File: src/rtl/fetch_unit.sv
// Instruction fetch stage: PC, credit-limited in-order fetch to imem, and a
// small {instr, pc} FIFO toward the decoder with redirect/squash support.
module fetch_unit #(
  parameter logic [31:0] RESET_PC = 32'h0000_0000,
  parameter int          DEPTH    = 2
) (
  input  logic        clk,
  input  logic        resetn,
  output logic        imem_req,
  output logic [31:0] imem_addr,
  input  logic        imem_gnt,
  input  logic        imem_rvalid,
  input  logic [31:0] imem_rdata,
  input  logic        redirect_valid,
  input  logic [31:0] redirect_pc,
  output logic        instr_valid,
  output logic [31:0] instr,
  output logic [31:0] instr_pc,
  input  logic        instr_ready
);
  localparam int CW = $clog2(DEPTH) + 1;
  localparam int PW = $clog2(DEPTH);

  typedef struct packed {
    logic [31:0] instr;
    logic [31:0] pc;
  } fq_entry_t;

  fq_entry_t       fq  [DEPTH];
  logic [31:0]     pcq [DEPTH];
  logic [PW-1:0]   rptr, wptr, qrptr, qwptr;
  logic [CW-1:0]   count, outstanding, discard, out_nxt;
  logic [CW:0]     fill;
  logic [31:0]     pc;
  logic            started;
  logic            grant, rsp, drop, push, pop;
  logic            unused_rpc;

  function automatic logic [PW-1:0] inc(input logic [PW-1:0] p);
    return (p == PW'(DEPTH - 1)) ? '0 : p + 1'b1;
  endfunction

  // Credit counts both buffered and in-flight words, so every response has a slot.
  assign fill      = {1'b0, count} + {1'b0, outstanding};
  assign imem_req  = started && (fill < (CW+1)'(DEPTH));
  assign imem_addr = pc;

  assign grant   = imem_req && imem_gnt;
  assign rsp     = imem_rvalid && (outstanding != '0);
  assign drop    = discard != '0;
  assign push    = rsp && !drop && !redirect_valid;
  assign pop     = instr_valid && instr_ready && !redirect_valid;
  assign out_nxt = outstanding + CW'(grant) - CW'(rsp);

  assign instr_valid = count != '0;
  assign instr       = fq[rptr].instr;
  assign instr_pc    = fq[rptr].pc;

  assign unused_rpc = ^redirect_pc[1:0];

  always_ff @(posedge clk or negedge resetn) begin
    if (!resetn) begin
      started     <= 1'b0;
      pc          <= RESET_PC;
      outstanding <= '0;
      discard     <= '0;
      count       <= '0;
      rptr        <= '0;
      wptr        <= '0;
      qrptr       <= '0;
      qwptr       <= '0;
      for (int i = 0; i < DEPTH; i++) begin
        fq[i]  <= '0;
        pcq[i] <= '0;
      end
    end else begin
      started     <= 1'b1;
      outstanding <= out_nxt;
      // PC queue follows every grant/response, squashed or not, to stay aligned.
      if (grant) begin
        pcq[qwptr] <= pc;
        qwptr      <= inc(qwptr);
      end
      if (rsp) qrptr <= inc(qrptr);

      if (redirect_valid) begin
        pc    <= {redirect_pc[31:2], 2'b00};
        count <= '0;
        rptr  <= '0;
        wptr  <= '0;
        // After a redirect every in-flight word is stale, including ones already
        // marked for discard, so discard becomes the new in-flight count.
        discard <= out_nxt;
      end else begin
        if (grant)        pc      <= pc + 32'd4;
        if (rsp && drop)  discard <= discard - 1'b1;
        if (push) begin
          fq[wptr] <= '{instr: imem_rdata, pc: pcq[qrptr]};
          wptr     <= inc(wptr);
        end
        if (pop) rptr <= inc(rptr);
        count <= count + CW'(push) - CW'(pop);
      end
    end
  end
endmodule

File: config.mk
export PLATFORM = sky130hd
export DESIGN_NAME = fetch_unit
export DESIGN_NICKNAME = d
export VERILOG_FILES = /design/src/rtl/fetch_unit.sv
export SDC_FILE = /design/constraint.sdc
export NUM_CORES = 1
export LEC_CHECK = 0
export CAP_MARGIN = 20
export CORE_UTILIZATION = 58
export DETAILED_ROUTE_END_ITERATION = 8
export GPL_ROUTABILITY_DRIVEN = 0
export HOLD_SLACK_MARGIN = 0.08
export PLACE_DENSITY = 0.86
export SETUP_SLACK_MARGIN = 0.2
export SYNTH_ARGS = -nofsm -noshare
export SYNTH_HDL_FRONTEND = slang
export SYNTH_SLANG_ARGS = --single-unit
File: constraint.sdc
create_clock -name clk -period 4.3 [get_ports clk]
set_clock_uncertainty 0.15 [all_clocks]
set_input_delay 0.645 -clock clk [delete_from_list [all_inputs] [get_ports clk]]
set_output_delay 0.645 -clock clk [all_outputs]
set_load 0.1 [all_outputs]
==> reports/results.ini <==
[die]
fp.dieH_um=135
rows=48
dieArea_mm2=0.0182
coreArea_mm2=0.0172
die-width_um=135
start_util_pct=59.3
num_io_pins=168

[min_path]
hold_path_class=input pin to async pin

[synth]
ys_seq_area_share_pct=55.0
ys_ff_latch=225
synth_compound_gate_area_share_pct=3.42
synth_top_family_by_area=multiplexers
synthTopCellsByArea=dfrtp_1, mux2_2, nand2_1, o21ai_0, a31oi_1
synth_top_area_share_pct=55.0
synth_flop_cell=dfrtp_1
synth_top_area_cell=dfrtp_1
synth_commonest_cells=mux2_2, dfrtp_1, nand2_1
synth_area_per_cell_um2=13.4
yosys-mux-area-fraction_pct=30.1
synthAdderAreaFrac_pct=0.930
yosys_warnings=0
synth_area_mm2=0.0102
netlist_instances=766
synth_simple_gate_area_share_pct=6.41
synth_edf_count=0
yosysUniqueCellTypes=36
synth_xor_area_share_pct=1.54
async_reset_ff_share_pct=100
synthMostInstantiatedCell=mux2_2

[worst_setup_path]
max_stage_delay_ns=1.16
worstSetupPathType=flop to output port
rr_worst_depth=6
reg2reg_to=imem_addr[22]
startpoint=rptr
crit_path_max_fanout=31
critPathCaptureType=output port
required_ns=3.50
crit_path_end=instr_pc[7]
cp.arrival_ns=2.87
startpoint_type=flop
rrSetupSlack_ns=1.04
crit_chain=mux2_2, clkdlybuf4s50_1
reg2reg_from=count[0]
cpMaxStageDelayCell=clkdlybuf4s50_1

[finish]
nets=997
syn_to_final_growth_pct=24.6
drive_gt1_share_pct=40.2
fill_cells=1118
antenna_cells=0

[sta]
worst_slew_pin_slew_ns=1.02
finalHoldViolations=0
drv_slew=0
slew_headroom_pct=31.8
rsz0062_at_grt=false
min_period_over_period_pct=85.3
setup_tns_ns=0
fin_crit_ns=3.67
fmax_mhz=273
finalSetupViolations=0

[global_route]
grt_remaining_overflow=0
antenna_found_initial=0
grtUsageTotal_pct=25.4
grt_pass1_wl_um=36200
grt_max_degree=129
grt_pass1_vias=6889

[clocking]
cts-resized-gates=0
cts_max_path_buffers=3
cts_max_level=1
clock-sinks=225
numCtsBuffers=24
tritoncts=yes
clkTransAtPathRegs_ns=0.06
clkLatencyLatePin_ns=0.50
cts-root-buf=clkbuf_16
postCtsSetupBuffers=0
cts_hold_buf=0

[place]
dp_hpwl_um=14300
io_buffers=161

[drt]
wl_per_cell_um=19.2
drcViolationCount=0
drtIter0Drc=312
via_per_inst=5.74
firstDrtPassIters=4
finalWirelength_um=22400
vias=6669
detail-route-antenna-nets=0

[flow_run]
maxCapViolCount=0

[outcome]
status=complete, no violations

==> flip-flops by register name (all words and copies together), names as in the netlist <==
name	count
fq	124
pcq	60
imem_addr	30
count	2
discard	2
outstanding	2
qrptr	1
qwptr	1
rptr	1
started	1
wptr	1
==> layer usage <==
metal / share of wire, % / routed length [µm] / vias to the layer above / global-route usage, %
met1: 41 / 9240 / 3358 / 32.7
met3: 5.8 / 1290 / 40 / 4.13
met4: 2.0 / 447 / 0 / 6.68
met5: 0 / 0 / - / 0
met2: 51 / 11400 / 191 / 44.7
li1: - / - / 3080 / -
==> cell families after synthesis <==
| family | Yosys count |
|---|---|
| other | 2 |
| flip-flops | 225 |
| AND/OR/NAND/NOR | 125 |
| buffers and inverters | 58 |
| adder cells (fa/ha/maj) | 7 |
| multiplexers | 274 |
| XOR/XNOR | 18 |
| AO/OA/AOI/OAI | 57 |
==> per-stage QoR <==
| step | cells | hold WS, ns | setup WS [ns] | cell area [µm²] | utilization (%) |
|---|---|---|---|---|---|
| floorplan | 769 | 0.199 | 0.307 | 10200 | - |
| global placement | 1119 | 0.308 | 1.14 | 12000 | 69.4 |
| detailed placement | 1119 | 0.323 | 1.07 | 12000 | 69.4 |
| CTS | 1162 | 0.146 | 0.614 | 12700 | 73.9 |
| global route | 1162 | 0.166 | 0.566 | 12700 | 73.9 |
| finish | 1162 | 0.0555 | 0.633 | 12700 | 73.9 |
==> worst min-delay path by stage <==
stage | endpoint
after global placement | pcq[9]
after detailed placement | pcq[6]
final | imem_addr[2]
after CTS | imem_addr[2]
after floorplan | count[0]
after global routing | imem_addr[2]
==> critical path, delay by kind of cell (launching register included) <==
kind	cells	cell delay, ns
buffers and inverters	1	1.16
DFF	1	0.87
muxes	1	0.30
==> layout by cell type, fill, tap and decap left out, drive strengths merged, types with 2 or more instances in the layout <==
cell / count
clkbuf: 38
o211ai: 2
dfrtp: 225
buf: 56
xnor2: 12
inv: 12
a31oi: 17
clkdlybuf4s50: 115
or3: 10
and3: 5
nand2: 35
and4: 6
and2: 4
xor2: 6
conb: 5
nand3: 9
nor2: 27
clkinv: 5
or4: 12
o31ai: 11
nand4: 11
nor2b: 2
ha: 6
mux2: 273
o21ai: 24
==> layout make-up <==
| cell class | instances | area, µm² | share of cell area [%] |
|---|---|---|---|
| clock inverter | 5 | 25.0 | 0.196 |
| timing repair buffer | 171 | 1620 | 12.7 |
| sequential | 225 | 5630 | 44.2 |
| tap | 225 | 282 | 2.21 |
| inverter | 12 | 45.0 | 0.353 |
| clock buffer | 38 | 764 | 6.00 |
| multi-input combinational | 486 | 4380 | 34.4 |
Power is not shown: default switching activity piles up to over one toggle a cycle in this logic, so the estimate is an artifact.
